File: src/rtl/vc_input_unit.sv
// vc_input_unit: router input port with NUM_VC virtual-channel FIFOs, a
// per-VC wormhole FSM (IDLE -> ROUTE -> ACTIVE) with XY routing, per-VC credit
// return and round-robin flit-level VC selection toward the switch.
// Optional build macro VCIU_STATS_EN adds a per-VC saturating 16-bit pop
// counter exported on flit_cnt.
module vc_input_unit #(
  parameter int unsigned DATA_W   = 32,
  parameter int unsigned NUM_VC   = 2,
  parameter int unsigned VC_DEPTH = 4,
  parameter int unsigned ADDR_W   = 8,
  parameter int unsigned VCW      = 1
) (
  input  logic                clk0,
  input  logic                reset,
  input  logic [ADDR_W-1:0]   cur_addr,
  input  logic [DATA_W-1:0]   in_flit,
  input  logic                in_val,
  input  logic [VCW-1:0]      in_vc,
  output logic [NUM_VC-1:0]   credit_out,
  output logic [DATA_W-1:0]   out_flit,
  output logic                out_val,
  output logic [VCW-1:0]      out_vc,
  output logic [4:0]          out_port,
  input  logic                out_gnt,
  output logic [NUM_VC-1:0]   err_ovf,
  output logic [NUM_VC-1:0]   err_proto
`ifdef VCIU_STATS_EN
  ,
  output logic [NUM_VC*16-1:0] flit_cnt
`endif
);

  localparam int unsigned PTRW = $clog2(VC_DEPTH);
  localparam int unsigned CW   = PTRW + 1;
  localparam int unsigned HALF = ADDR_W / 2;

  localparam logic [1:0] FT_BODY = 2'b00;
  localparam logic [1:0] FT_TAIL = 2'b10;

  typedef enum logic [1:0] {VC_IDLE, VC_ROUTE, VC_ACTIVE} vc_state_e;

  logic [DATA_W-1:0] mem_q     [NUM_VC][VC_DEPTH];
  logic [DATA_W-1:0] mem_d     [NUM_VC][VC_DEPTH];
  logic [PTRW-1:0]   wr_ptr_q  [NUM_VC];
  logic [PTRW-1:0]   wr_ptr_d  [NUM_VC];
  logic [PTRW-1:0]   rd_ptr_q  [NUM_VC];
  logic [PTRW-1:0]   rd_ptr_d  [NUM_VC];
  logic [CW-1:0]     cnt_q     [NUM_VC];
  logic [CW-1:0]     cnt_d     [NUM_VC];
  vc_state_e         state_q   [NUM_VC];
  vc_state_e         state_d   [NUM_VC];
  logic [4:0]        route_q   [NUM_VC];
  logic [4:0]        route_d   [NUM_VC];
  logic [VCW-1:0]    rr_q, rr_d;
  logic [NUM_VC-1:0] credit_q, credit_d;
  logic [NUM_VC-1:0] err_ovf_q, err_ovf_d;
  logic [NUM_VC-1:0] err_proto_q, err_proto_d;

  logic [DATA_W-1:0] front      [NUM_VC];
  logic [1:0]        front_type [NUM_VC];
  logic [NUM_VC-1:0] empty, full, eligible;
  logic [NUM_VC-1:0] sw_pop, drop_pop, wr_hit, wr_ok;
  logic              sel_found;
  logic [VCW-1:0]    sel_vc;
  logic              vc_ok;

  function automatic logic [4:0] xy_route(input logic [ADDR_W-1:0] dst,
                                          input logic [ADDR_W-1:0] cur);
    logic [HALF-1:0] dx, dy, cx, cy;
    dx = dst[ADDR_W-1:HALF];
    dy = dst[HALF-1:0];
    cx = cur[ADDR_W-1:HALF];
    cy = cur[HALF-1:0];
    if (dx > cx)      return 5'b00010;
    else if (dx < cx) return 5'b00100;
    else if (dy > cy) return 5'b01000;
    else if (dy < cy) return 5'b10000;
    else              return 5'b00001;
  endfunction

  // FIFO front decode and per-VC status flags
  always_comb begin
    for (int unsigned v = 0; v < NUM_VC; v++) begin
      front[v]      = mem_q[v][rd_ptr_q[v]];
      front_type[v] = front[v][DATA_W-1:DATA_W-2];
      empty[v]      = (cnt_q[v] == '0);
      full[v]       = (cnt_q[v] == CW'(VC_DEPTH));
      eligible[v]   = (state_q[v] == VC_ACTIVE) && !empty[v];
    end
  end

  // Round-robin pick: first eligible VC at or after rr_q, else lowest eligible
  // (split into two passes so no modulo index is needed)
  always_comb begin
    sel_found = 1'b0;
    sel_vc    = '0;
    for (int unsigned v = 0; v < NUM_VC; v++) begin
      if (!sel_found && eligible[v] && (v >= 32'(rr_q))) begin
        sel_found = 1'b1;
        sel_vc    = VCW'(v);
      end
    end
    for (int unsigned v = 0; v < NUM_VC; v++) begin
      if (!sel_found && eligible[v]) begin
        sel_found = 1'b1;
        sel_vc    = VCW'(v);
      end
    end
  end

  // Pop and write qualification per VC
  always_comb begin
    vc_ok    = (32'(in_vc) < NUM_VC);
    sw_pop   = '0;
    drop_pop = '0;
    wr_hit   = '0;
    wr_ok    = '0;
    for (int unsigned v = 0; v < NUM_VC; v++) begin
      sw_pop[v]   = sel_found && out_gnt && (sel_vc == VCW'(v));
      drop_pop[v] = (state_q[v] == VC_IDLE) && !empty[v] &&
                    ((front_type[v] == FT_BODY) || (front_type[v] == FT_TAIL));
      wr_hit[v]   = in_val && vc_ok && (in_vc == VCW'(v));
      wr_ok[v]    = wr_hit[v] && (!full[v] || sw_pop[v] || drop_pop[v]);
    end
  end

  // FIFO, VC FSM, arbitration pointer, credit and error next-state
  always_comb begin
    mem_d       = mem_q;
    wr_ptr_d    = wr_ptr_q;
    rd_ptr_d    = rd_ptr_q;
    cnt_d       = cnt_q;
    state_d     = state_q;
    route_d     = route_q;
    rr_d        = rr_q;
    credit_d    = sw_pop;
    err_ovf_d   = err_ovf_q;
    err_proto_d = err_proto_q;
    for (int unsigned v = 0; v < NUM_VC; v++) begin
      if (wr_hit[v] && !wr_ok[v]) err_ovf_d[v] = 1'b1;
      if (wr_ok[v]) begin
        mem_d[v][wr_ptr_q[v]] = in_flit;
        wr_ptr_d[v]           = wr_ptr_q[v] + 1'b1;
      end
      if (sw_pop[v] || drop_pop[v]) rd_ptr_d[v] = rd_ptr_q[v] + 1'b1;
      cnt_d[v] = cnt_q[v] + CW'(wr_ok[v]) - CW'(sw_pop[v] || drop_pop[v]);
      unique case (state_q[v])
        VC_IDLE: begin
          if (drop_pop[v])    err_proto_d[v] = 1'b1;
          else if (!empty[v]) state_d[v]     = VC_ROUTE;
        end
        VC_ROUTE: begin
          route_d[v] = xy_route(front[v][ADDR_W-1:0], cur_addr);
          state_d[v] = VC_ACTIVE;
        end
        VC_ACTIVE: begin
          // tail (10) and single (11) both carry bit 1 of the type field
          if (sw_pop[v] && front_type[v][1]) begin
            state_d[v] = VC_IDLE;
            route_d[v] = '0;
          end
        end
        default: state_d[v] = VC_IDLE;
      endcase
    end
    if (in_val && !vc_ok) err_ovf_d[0] = 1'b1;
    if (sel_found && out_gnt)
      rr_d = (32'(sel_vc) == NUM_VC - 1) ? '0 : sel_vc + 1'b1;
  end

  // Flit storage needs no reset: validity is tracked by the pointers
  always_ff @(posedge clk0) begin
    mem_q <= mem_d;
  end

  // Control state registers
  always_ff @(posedge clk0 or negedge reset) begin
    if (!reset) begin
      for (int unsigned v = 0; v < NUM_VC; v++) begin
        wr_ptr_q[v] <= '0;
        rd_ptr_q[v] <= '0;
        cnt_q[v]    <= '0;
        state_q[v]  <= VC_IDLE;
        route_q[v]  <= '0;
      end
      rr_q        <= '0;
      credit_q    <= '0;
      err_ovf_q   <= '0;
      err_proto_q <= '0;
    end else begin
      wr_ptr_q    <= wr_ptr_d;
      rd_ptr_q    <= rd_ptr_d;
      cnt_q       <= cnt_d;
      state_q     <= state_d;
      route_q     <= route_d;
      rr_q        <= rr_d;
      credit_q    <= credit_d;
      err_ovf_q   <= err_ovf_d;
      err_proto_q <= err_proto_d;
    end
  end

  // Switch-facing outputs
  always_comb begin
    out_val    = sel_found;
    out_flit   = sel_found ? front[sel_vc] : '0;
    out_vc     = sel_found ? sel_vc : '0;
    out_port   = sel_found ? route_q[sel_vc] : '0;
    credit_out = credit_q;
    err_ovf    = err_ovf_q;
    err_proto  = err_proto_q;
  end

`ifdef VCIU_STATS_EN
  logic [15:0] stat_q [NUM_VC];
  logic [15:0] stat_d [NUM_VC];

  // Saturating per-VC pop counters
  always_comb begin
    flit_cnt = '0;
    for (int unsigned v = 0; v < NUM_VC; v++) begin
      stat_d[v] = stat_q[v];
      if (sw_pop[v] && (stat_q[v] != '1)) stat_d[v] = stat_q[v] + 16'd1;
      flit_cnt[16*v +: 16] = stat_q[v];
    end
  end

  // Counter registers
  always_ff @(posedge clk0 or negedge reset) begin
    if (!reset) begin
      for (int unsigned v = 0; v < NUM_VC; v++) stat_q[v] <= '0;
    end else begin
      stat_q <= stat_d;
    end
  end
`endif

endmodule

File: config.mk
export PLATFORM = sky130hd
export DESIGN_NAME = vc_input_unit
export DESIGN_NICKNAME = d
export VERILOG_FILES = /design/src/rtl/vc_input_unit.sv
export SDC_FILE = /design/constraint.sdc
export NUM_CORES = 1
export LEC_CHECK = 0
export ABC_AREA = 0
export CORE_MARGIN = 2
export CORE_UTILIZATION = 55
export DETAILED_ROUTE_END_ITERATION = 8
export PLACE_DENSITY = 0.85
export SLEW_MARGIN = 20
export SYNTH_ARGS = -nofsm -noshare
export SYNTH_HDL_FRONTEND = slang
export SYNTH_SLANG_ARGS = --single-unit
File: constraint.sdc
create_clock -name clk0 -period 3.47 [get_ports clk0]
set_clock_uncertainty 0.05 [all_clocks]
set_input_delay 0.8675 -clock clk0 [delete_from_list [all_inputs] [get_ports clk0]]
set_output_delay 0.8675 -clock clk0 [all_outputs]
set_load 0.05 [all_outputs]
Word-level counts from Yosys, hierarchy flattened
Index checks and enable logic that the tools add are counted.
{ "classes": {"addsub": 9, "magnitude_cmp": 16, "eq_ne": 14, "muxes": 49, "bitwise_logic": 7, "reduce_logical": 54} }
{ "ops": {"columns": ["op", "n"], "rows": [
  ["two-way mux 32 bit", 10],
  ["bitwise mux 128 bit", 2],
  ["binary-select mux 32 bit (select 2 bit)", 2],
  ["demux 32 bit (select 2 bit)", 2],
  ["two-way mux 5 bit", 14],
  ["logical AND 1 bit", 23],
  ["one-hot mux 5 bit (2 select lines)", 2],
  ["greater-than comparator 4 bit", 4],
  ["less-than comparator 4 bit", 4],
  ["greater-or-equal comparator 3 bit, second input constant", 4],
  ["two-way mux 2 bit", 6],
  ["inverter 2 -> 3 bit", 4],
  ["one-hot mux 2 bit (3 select lines)", 2],
  ["zero test 1 bit", 9],
  ["two-way mux 1 bit", 9],
  ["adder 2 x 1 -> 2 bit, second input constant", 4],
  ["== test 2 bit, second input constant", 4],
  ["zero test 2 bit", 4],
  ["logical OR 1 bit", 8],
  ["!= test 2 bit, second input constant", 4],
  ["AND reduction 2 bit", 4],
  ["adder 3 x 1 -> 3 bit", 2],
  ["== test 3 bit, second input constant", 2],
  ["zero test 3 bit", 2],
  ["other kinds (11)", 18]
]} }
{ "totals": {"regBits": 291, "out_inout_bits": 45} }

Depth between registers and ports, before layout
Gate-level depths: netlist of run 1.
{ "depth": {"ltp_word": 21, "depth_mapped": 14} }

Worst setup path before layout of run 1
Ideal clock, no wire load.
{ "synth_path": {"kind": "reg2out", "start": "register cnt_q[4] (netlist bit)", "end": "output port out_flit[22]", "arrival_time_ns": 2.477, "required_time_ns": 2.553, "path_slack_ns": 0.076, "path_stages_with_launch": 7, "cell_sequence": "dfrtp_1 > nor3_1 > o31ai_2 > inv_2 > clkbuf_1 > nand2_1 > a21oi_1"} }
{ "synth_via": {"elab_chain_len": 19, "word_cells_on_any_way": 22, "cone_classes": "11 x mux; 1 x bitwise; 10 x reduce/logical"} }
{ "synth_rtl": {"columns": ["element", "line_no", "source"], "rows": [
  ["from (decl)", "48", "logic [CW-1:0] cnt_q [NUM_VC];"],
  ["from (signal assigned)", "193", "cnt_q <= cnt_d;"],
  ["zero test 3 bit *", "86", "empty[v] = (cnt_q[v] == '0);"],
  ["zero test 1 bit *", null, null],
  ["logical AND 1 bit *", "88", "eligible[v] = (state_q[v] == VC_ACTIVE) && !empty[v];"],
  ["logical AND 1 bit", "98", "if (!sel_found && eligible[v] && (v >= 32'(rr_q))) begin"],
  ["two-way mux 1 bit", "98", null],
  ["zero test 1 bit", "98", null],
  ["logical AND 1 bit", "98", null],
  ["two-way mux 1 bit", "98", null],
  ["zero test 1 bit", "104", "if (!sel_found && eligible[v]) begin"],
  ["logical AND 1 bit", "104", null],
  ["two-way mux 1 bit", "104", null],
  ["zero test 1 bit", "104", null],
  ["logical AND 1 bit", "104", null],
  ["two-way mux 1 bit", "104", null],
  ["inverter 1 -> 2 bit (not written as such)", "206", "out_flit = sel_found ? front[sel_vc] : '0;"],
  ["two-way mux 32 bit (not written as such) (3 in series)", "206", null],
  ["two-way mux 32 bit *", "206", null],
  ["to (decl)", "20", "output logic [DATA_W-1:0] out_flit,"]
]} }
Every way passes the cells marked *; elsewhere a longest branch is shown, timed or not. The select of a mux whose other input is x is not followed.

Worst setup path in the final report of run 1
{ "layout_path": {"start": "register cnt_q[1] (netlist bit)", "end": "output port out_flit[9]"} }
{ "layout_via": {"elab_chain_len": 16, "word_cells_on_any_way": 19, "cone_classes": "10 x mux; 1 x bitwise; 8 x reduce/logical"} }
{ "layout_rtl": {"columns": ["element", "line_no"], "rows": [
  ["zero test 3 bit *", "86"],
  ["zero test 1 bit *", null],
  ["logical AND 1 bit *", "88"],
  ["logical AND 1 bit", "98"],
  ["two-way mux 1 bit", "98"],
  ["zero test 1 bit", "104"],
  ["logical AND 1 bit", "104"],
  ["two-way mux 1 bit", "104"],
  ["zero test 1 bit", "104"],
  ["logical AND 1 bit", "104"],
  ["two-way mux 1 bit", "104"],
  ["inverter 1 -> 2 bit (not written as such)", "206"],
  ["two-way mux 32 bit (not written as such) (3 in series)", "206"],
  ["two-way mux 32 bit *", "206"]
]} }
Marked as above.

==> impl_results.md, run 1 <==
* Status: complete, no violations
* Initial antenna violation count at 0
* Max Freq at 0.295 GHz
* DRC violations left at 0
* CP startpoint kind: flop
* Worst hold path type: flop to flop
* Most frequent cells in the layout: edfxtp_1, nand2_1, mux4_2
* Hold Path End: err_ovf[1]
* Power density over cell area at 984 nW/µm²
* Fin util at 69.9%
* Final WS setup at 0.0852 ns
* Worst skew pair latency at 0.54 ns
* Setup-violating endpoint count in the final report at 0
* Die area at between 20000 and 25000 µm²
* Comb pwr share at 48.4%
* Via count at 6446
* Largest net degree at the start of global routing at 36
* Die Wd at 151 µm
* Setup TNS at 0 ns
* Sequential fraction of the synthesis area at 72.5%
* Met2 usage at 40.3%
* Pleak at a little over 5 nW
* Sw Pwr at 0.00545 W
* Sequential cell area at 8570 µm²
* Period utilization at a little over nine tenths
* Internal reg-to-reg setup slack at 0.16 ns
* RePlAce Congestion at 0.838
* Drt wl/cell at ~23 µm
* Grt ovf at 0
* EDFF count, synth at 256
* CP Max Fanout at 12
* Layout Nets at 866
* Post-DRT Antenna Nets at 0
* Total power at 0.0145 W
* Syn Area/Cell at 17.9 µm²
* Die Y at around 150 µm
* Int Pwr at 0.00905 W
* Setup Slack @ Placement at between 0.09 and 0.1 ns
* Hold path start: err_ovf[1]
* Seq pwr share at approximately a third
* Worst r2r src: cnt_q[1]
* Met1 usage in global routing at 30.7%
* Sw Ratio at 37.6%
* GRT Overall Usage at between 20% and 30%
* H-Tree Level Count at 1
* Via count of the first global-routing pass at about 7000
* Crit path DAT at 2.47 ns
* Deepest clock path buffer count at 3
* Clock power frac at 20.0%
* Drt pass-1 iters at 4
* Layout cell share with drive strength beyond 1 at 29.0%
* Total Wirelength at 25.5 mm
* Initial DRC Count at 521
* Prevailing post-synth register cell: edfxtp_1
* Fillers at 1268
* GRT busiest layer: met2
* Total CTS buffers at 28
* Tmin final at 3.38 ns
* VDD IR max at 721 µV
* Clock Sink Count at 291
* Syn nets at 737
* Initial Utilization at 56.0%
* CORE AREA at 21100 µm²
* Yosys cell types at 48
* Worst R2R End: cnt_q[2]
* Met3 GRT Util at under 10%
* CP Class: flop to primary output
* PortBufs at 89
* Yosys reg bits at 291
* HPWL Detailed at 15.5 mm
* Synthesis-to-finish area growth at 24.7%
* First-pass GRT wire length at between 30 and 40 mm
* # Max-Cap Violations at 0
* Area occupied by multi-input gates at about 3200 µm²
* Cell count after synthesis at 662
* Hold Vio Cnt, Final at 0
* Root buffer cell: clkbuf_16
* Ports at 90
* Pins over their slew limit at 0
* Clk slew on worst S/H paths at ~0.06 ns
* CTS tree: done
* Post-Syn Area at 11800 µm²
* FP Rows at 53
* R2R depth at 15
* Most common cell after layout, fill and taps aside: edfxtp_1
* Worst Tran Pin Value at around 0.76 ns
* Hold_ws at around 0.43 ns
* Diodes inserted at 0
* Slew headroom at 48.4%
* Worst Setup End Kind: primary output
* Ys Warns at 0
* Via density at 5.92
* Async SR Flop Fraction at 12.0%
* Hold Path Depth at 1
* WP data required at 2.55 ns
[worst max-delay path: stages, from the launching register on]
cell     delay, ns
dfrtp_2       0.44
or3_1         0.37
and2_2        0.23
o31ai_4       0.08
buf_12        0.17
buf_16        0.15
nand2_1       0.06
a21oi_1       0.24
buf_12        0.17
[worst max-delay path by stage]
stage	cells after the start	to	start
finish	8	out_flit[9]	cnt_q[1]
global route	8	out_port[1]	cnt_q[1]
CTS	8	out_flit[27]	cnt_q[2]
detailed placement	14	cnt_q[2]	cnt_q[2]
global placement	12	cnt_q[5]	out_gnt
floorplan	6	out_flit[22]	cnt_q[4]
[Yosys cell counts (2+ instances only)]
cell type	count	area (µm²)
clkbuf_1	17	63.8
a31oi_1	3	18.8
nand3_1	3	15.0
a21oi_1	45	225
mux4_2	63	1420
nor4b_1	2	17.5
fa_1	2	40.0
buf_2	9	45.0
ha_1	28	350
o2bb2ai_1	3	26.3
a32o_1	2	20.0
nor3_1	2	10.0
nand4_1	3	18.8
nor2_1	6	22.5
nor2b_1	5	31.3
dfrtp_1	35	876
nand2b_1	3	18.8
o21ai_0	5	25.0
or3_1	2	12.5
edfxtp_1	256	7690
inv_1	29	109
nand2_1	93	349
o21a_1	2	15.0
xnor2_1	9	78.8
and2_1	10	62.6
a21o_1	3	22.5
[stage by stage]
stage | instance area, µm² | cells
6_report | 14700 | 1088
5_1_grt | 14700 | 1088
4_1_cts | 14700 | 1086
3_5_place_dp | 13600 | 1030
3_3_place_gp | 13600 | 1030
2_1_floorplan | 11800 | 662
[power by group through the flow]
stage                     sequential, W  combinational, W  clock [W]
final                           0.00457           0.00702    0.00290
after global routing            0.00461           0.00743    0.00308
after CTS                       0.00458           0.00695    0.00293
after detailed placement        0.00464           0.00661          0
after global placement          0.00459           0.00642          0
after floorplan                 0.00462           0.00385          0
[cell type report]
class | instances | share of cell area (%)
clock buffer | 36 | 5.31
clock inverter | 16 | 0.713
inverter | 30 | 0.764
multi-input combinational | 313 | 21.5
sequential | 291 | 58.1
tap | 275 | 2.33
timing repair buffer | 127 | 11.2
[flip-flops by register name, summed over array words and instances (netlist names)]
register and cells:
rr_q 1, rd_ptr_q 4, route_q 10, cnt_q 6, state_q 4, err_ovf 2, wr_ptr_q 4, mem_q 256
err_proto 2, credit_out 2
[routing by layer]
| layer | part of all wire [%] | routed length [µm] |
|---|---|---|
| met2 | 52 | 13200 |
| met5 | 0 | 0 |
| met4 | 2.1 | 542 |
| met1 | 40 | 10200 |
| met3 | 6.1 | 1560 |
[cells by family (layout without fill, tap and decap cells)]
group / count (synthesis) / in the layout / share of synthesized area [%]
buf+inv: 58 / 209 / 2.00
simple gates: 134 / 134 / 5.09
mux: 66 / 66 / 12.4
xor+xnor: 10 / 10 / 0.741
fa+ha+maj: 30 / 30 / 3.30
compound gates: 73 / 73 / 3.96
flops: 291 / 291 / 72.5
[timing repair]
item / 4_1_cts / 5_1_grt
hold buffers: 0 / 0
pin swaps: 2 / 3
resized for setup: 22 / 17
setup endpoints to repair: 37 / 38
setup buffers: 3 / 2
gates cloned: 1 / 0
Power figures use the tool's default switching activity.
==> run 2, diff against run 1 <==
--- a/config.mk
+++ b/config.mk
@@ -6,6 +6,7 @@
 export NUM_CORES = 1
 export LEC_CHECK = 0
 export ABC_AREA = 0
+export CORE_ASPECT_RATIO = 0.9
 export CORE_MARGIN = 2
 export CORE_UTILIZATION = 55
 export DETAILED_ROUTE_END_ITERATION = 8
==> impl_results.md, run 2 (same netlist as run 1, synthesis figures left out) <==
* Worst hold path type: flop to flop
* Largest register FFs at 256 (unchanged)
* First-pass GRT wire length at 42.7 mm (+9.0%)
* Die Wd at 159 µm (+5.3%)
* Final WS setup at 0.0671 ns (-0.0181 ns)
* Pleak at 5.24 nW (+0.89%)
* Placed Cells at 1037 (+0.68%)
* Tmin final at 3.40 ns (+0.0181 ns)
* Initial DRC Count at 662 (+27%)
* Layout Nets at 866 (unchanged)
* GRT Overall Usage at 25.8% (+2.6 points)
* CP startpoint kind: flop
* Cell breakdown of the critical path: or3_1, and2_4, o31ai_4, buf_12, buf_16, nand2_1, a21oi_4, buf_12
* Deepest clock path buffer count at 3 (unchanged)
* Root buffer cell: clkbuf_16
* Die area at 22700 µm² (about the same)
* GRT busiest layer: met2
* Cell area after layout at 15000 µm² (+1.6%)
* CP Max Fanout at 15 (+3)
* Finished Layout Cells at 1100 (+1.1%)
* Drt wl/cell at 25.8 µm (+10%)
* Most frequent cells in the layout: edfxtp_1, nand2_1, mux4_2
* Pins over their slew limit at 0 (unchanged)
* Via count of the first global-routing pass at 7200 (+2.7%)
* CP Class: flop to primary output
* Worst Setup End Kind: primary output
* VDD IR max at 706 µV (-2.0%)
* Total CTS buffers at 29 (+3.6%)
* Setup TNS at 0 ns (unchanged)
* Setup Slack @ Placement at 0.138 ns (+0.0442 ns)
* Placed inst area at 13700 µm² (+0.23%)
* Buffers & Inverters on Critical Path at 3 (unchanged)
* Worst skew pair latency at 0.55 ns (about the same)
* Max Freq at 0.294 GHz (-0.53%)
* HPWL Detailed at 16.1 mm (+3.9%)
* Via density at 6.17 (+4.2%)
* Post-DRT Antenna Nets at 0 (unchanged)
* PortBufs at 89 (unchanged)
* Most repeated library cell on the critical path: buf_12
* Layout cell share with drive strength beyond 1 at 30.2% (+1.2 points)
* Largest net degree at the start of global routing at 36 (unchanged)
* Via count at 6789 (+5.3%)
* Initial antenna violation count at 0 (unchanged)
* CP top delay family: simple AND/OR/NAND/NOR gates
* Hold_ws at 0.422 ns (-0.00668 ns)
* Largest stage delay on the critical path at 0.44 ns (about the same)
* Die Y at 143 µm (-5.0%)
* CORE AREA at 21000 µm² (-0.62%)
* Ports at 90 (unchanged)
* Drt pass-1 iters at 5 (+1)
* Clock Sink Count at 291 (unchanged)
* Slowest CP cell: dfrtp_2
* Crit path DAT at 2.49 ns (+0.02 ns)
* Most common cell after layout, fill and taps aside: edfxtp_1
* RePlAce Congestion at 0.874 (+4.3%)
* Clk slew on worst S/H paths at 0.06 ns (about the same)
* Met1 usage in global routing at 34.4% (+3.7 points)
* Initial Utilization at 56.4% (+0.35 points)
* WP data required at 2.55 ns (about the same)
* Total Wirelength at 28.4 mm (+12%)
* Setup-violating endpoint count in the final report at 0 (unchanged)
* # Max-Cap Violations at 0 (unchanged)
* Most flops, register: mem_q
* Diodes inserted at 0 (unchanged)
* Status: complete, no violations
* Largest registers: mem_q: 256 flops, route_q: 10 flops, cnt_q: 6 flops
* Slew headroom at 53.3% (+4.9 points)
* Worst Tran Pin Value at 0.692 ns (-0.0719 ns)
* DRC violations left at 0 (unchanged)
* Grt ovf at 0 (unchanged)
* Power density over cell area at 1010 nW/µm² (+2.7%)
* FP Rows at 50 (-5.7%)
* Met2 usage at 43.7% (+3.4 points)
* CTS tree: done
* Period utilization at 98.1% (+0.52 points)
* Synthesis-to-finish area growth at 26.7%
* Met3 GRT Util at 4.98% (+0.89 points)
* Hold Vio Cnt, Final at 0 (unchanged)
* H-Tree Level Count at 1 (unchanged)
* Internal reg-to-reg setup slack at 0.30 ns (+0.14 ns)
==> run 2: cell types whose count changed in the layout (fill, tap and decap cells not counted), sizes merged <==
cell      before  now
clkinvlp       0    2
clkinv        15    7
buf           77   76
clkbuf        36   40
bufinv         1    3
inv           30   32
==> run 2: per-layer routing <==
layer | part of all wire (%) | vias to the layer above | wire length (µm)
li1 | - | 2830 | -
met1 | 38 | 3509 | 10900
met2 | 50 | 378 | 14400
met3 | 8.3 | 72 | 2370
met4 | 2.8 | 0 | 797
met5 | 0 | - | 0
==> run 2: worst paths after layout <==
check / from / endpoint / cells after the start
worst max-delay path: cnt_q[1] / out_flit[1] / 8
worst min-delay path: err_proto[0] / err_proto[0] / 1
worst max register to register: rd_ptr_q[2] / cnt_q[5] / 12
worst min register to register: err_proto[0] / err_proto[0] / 1
max in group asynchronous: reset / rd_ptr_q[0] / 2
min in group asynchronous: reset / route_q[2] / 2
==> run 2: repair_timing <==
action / CTS / global route
buffers inserted: 5 / 2
setup endpoints to repair: 37 / 37
resized for setup: 40 / 19
gates cloned: 2 / 0
pin swaps: 5 / 2
hold buffers: 0 / 0
==> run 2: cell type report <==
cell class	instances	area, µm²
multi-input combinational	313	3260
timing repair buffer	126	1710
tap	286	358
fill	1182	5980
clock inverter	14	166
sequential	291	8570
clock buffer	40	797
inverter	30	113
==> run 2: worst register-to-register path: stages, from the launching register on <==
cell	delay [ns]
dfrtp_2	0.40
mux4_2	0.56
or4_4	0.47
o21ai_4	0.09
o21a_4	0.20
inv_1	0.05
ha_1	0.29
inv_1	0.07
ha_1	0.16
inv_1	0.06
fa_1	0.38
xnor2_1	0.15
xnor2_1	0.13
==> run 2: through the flow <==
stage	total power, W	utilization, %
after CTS	0.0149	70.9
final	0.0151	71.4
after global routing	0.0157	71.4
after global placement	0.0110	65.1
after floorplan	0.00848	-
after detailed placement	0.0113	65.1
==> run 2: power breakdown <==
| part | internal (W) | leakage (nW) | switching, W |
|---|---|---|---|
| Clock | 0.00184 | 0.468 | 0.00132 |
| Combinational | 0.00315 | 2.03 | 0.00423 |
| Sequential | 0.00434 | 2.75 | 0.000251 |
==> run 3, diff against run 2 <==
==> constraint.sdc (replaced) <==
create_clock -name clk0 -period 3.47 [get_ports clk0]
set_clock_uncertainty 0.05 [all_clocks]
set_input_delay 1.041 -clock clk0 [delete_from_list [all_inputs] [get_ports clk0]]
set_output_delay 1.041 -clock clk0 [all_outputs]
set_load 0.05 [all_outputs]
==> impl_results.md, run 3 (same netlist as run 1, synthesis figures left out) <==
* GRT Overall Usage at 24.1% (-1.7 points)
* Internal reg-to-reg setup slack at 0.28 ns (-0.02 ns)
* Finished Layout Cells at 1115 (+1.4%)
* Drt wl/cell at 25.0 µm (-3.3%)
* Crit path DAT at 2.42 ns (-0.07 ns)
* Via count at 6711 (-1.1%)
* Largest registers: mem_q: 256 flops, route_q: 10 flops, cnt_q: 6 flops
* Pins over their slew limit at 0 (unchanged)
* Die area at 22700 µm² (unchanged)
* Worst skew pair latency at 0.55 ns (about the same)
* Deepest clock path buffer count at 3 (unchanged)
* Grt ovf at 0 (unchanged)
* Layout cell share with drive strength beyond 1 at 36.1% (+5.9 points)
* Setup-violating endpoint count in the final report at 16 (+16)
* Via count of the first global-routing pass at 6991 (-2.9%)
* Drt pass-1 iters at 7 (+2)
* Worst Tran Pin Value at 0.965 ns (+0.272 ns)
* Period utilization at 101% (+3.1 points)
* FP Rows at 50 (unchanged)
* CP Class: flop to primary output
* Initial DRC Count at 530 (-20%)
* # Max-Cap Violations at 0 (unchanged)
* Fin util at 73.1% (+1.7 points)
* WP data required at 2.38 ns (-0.17 ns)
* Largest net degree at the start of global routing at 36 (unchanged)
* Synthesis-to-finish area growth at 29.7%
* Status: finished with violations
* Worst Setup End Kind: primary output
* Fillers at 1148 (-2.9%)
* Post-DRT Antenna Nets at 0 (unchanged)
* First-pass GRT wire length at 40.0 mm (-6.4%)
* Placed Cells at 1048 (+1.1%)
* PortBufs at 89 (unchanged)
* Most frequent cells in the layout: edfxtp_1, mux4_2, nand2_1
* Hold_ws at 0.418 ns (-0.00394 ns)
* CP startpoint kind: flop
* Via density at 6.02 (-2.5%)
* Total Wirelength at 27.9 mm (-2.0%)
* CORE AREA at 21000 µm² (unchanged)
* Layout Nets at 883 (+2.0%)
* Die Wd at 159 µm (unchanged)
* HPWL Detailed at 16.4 mm (+1.6%)
* Pleak at 5.38 nW (+2.5%)
* Initial Utilization at 56.4% (unchanged)
* Most common cell after layout, fill and taps aside: edfxtp_1
* Total CTS buffers at 29 (unchanged)
* CP Max Fanout at 7 (-8)
* Slew headroom at 34.0% (-19 points)
* Power density over cell area at 1010 nW/µm² (-0.28%)
* Setup TNS at -0.202 ns (-0.202 ns)
* Largest register FFs at 256 (unchanged)
* RePlAce Congestion at 0.882 (+0.95%)
* Clock Sink Count at 291 (unchanged)
* Die Y at 143 µm (unchanged)
* Unrepaired setup endpoints after global routing: yes
* Tmin final at 3.51 ns (+0.107 ns)
* Most flops, register: mem_q
* Final WS setup at -0.0401 ns (-0.107 ns)
* Failing checks: negative setup slack
* Clk slew on worst S/H paths at 0.06 ns (about the same)
* Hold Vio Cnt, Final at 0 (unchanged)
* Ports at 90 (unchanged)
* Initial antenna violation count at 1 (+1)
* H-Tree Level Count at 1 (unchanged)
* Root buffer cell: clkbuf_16
* CTS tree: done
* DRC violations left at 0 (unchanged)
* Worst hold path type: flop to flop
* VDD IR max at 907 µV (+28%)
* Max Freq at 0.285 GHz (-3.1%)
-- run 3: cell types whose count changed in the layout (fill, tap and decap cells not counted), sizes merged --
cell	delta
clkinv	+2
bufinv	-1
diode	+1
buf	+12
inv	-1
clkbuf	+2
-- run 3: metal layers --
metal | wire, µm | up-vias | part of all wire, % | global-route usage, %
met5 | 0 | - | 0 | 0
li1 | - | 2858 | - | -
met4 | 655 | 0 | 2.4 | 6.26
met2 | 14100 | 319 | 51 | 41.3
met3 | 2120 | 56 | 7.6 | 4.31
met1 | 11000 | 3478 | 39 | 32.4
-- run 3: report_power, final --
part	internal (W)	leakage (nW)	switching [W]
Sequential	0.00435	2.74	0.000243
Combinational	0.00349	2.21	0.00443
Clock	0.00169	0.426	0.00125
Total	0.00952	5.38	0.00592
-- run 3: worst max-delay path, cell delays in order, from the launching register on --
cell       delay (ns)
dfrtp_2          0.41
or3_4            0.39
and2_4           0.17
o31ai_4          0.07
buf_12           0.22
clkbuf_16        0.16
nand2_1          0.08
a21oi_4          0.20
buf_12           0.16
-- run 3: area by class of cell --
cell class,instances,area (µm²),area share (%)
Timing Repair Buffer,143,1940,12.7
Inverter,30,120,0.784
Antenna cell,1,2.50,0.0163
Sequential cell,291,8570,55.9
Tap cell,286,358,2.34
Multi-Input combinational cell,313,3440,22.5
Clock inverter,14,133,0.866
Clock buffer,37,756,4.93
-- run 3: stage by stage --
| step | setup slack (ns) | instance area [µm²] | power, W |
|---|---|---|---|
| floorplan | 0.127 | 11900 | 0.00869 |
| global placement | 0.100 | 13900 | 0.0113 |
| detailed placement | -0.00263 | 13900 | 0.0115 |
| CTS | 0.00425 | 14900 | 0.0148 |
| global route | -0.0958 | 15300 | 0.0160 |
| finish | -0.0401 | 15300 | 0.0154 |
-- run 3: worst paths after layout --
path	startpoint	endpoint	cells past startpoint
max in group asynchronous	reset	state_q[0]	2
worst min register to register	err_proto[0]	err_proto[0]	1
min in group asynchronous	reset	wr_ptr_q[1]	2
worst min-delay path	err_proto[0]	err_proto[0]	1
worst max register to register	cnt_q[1]	cnt_q[2]	15
worst max-delay path	cnt_q[1]	out_flit[19]	8
-- run 3: timing repair --
action,4_1_cts,5_1_grt
setup endpoints to repair,38,38
hold buffers,0,0
pin swaps,11,23
buffers inserted,4,4
endpoints found under the hold margin,0,0
resized for setup,29,65
gates cloned,2,5
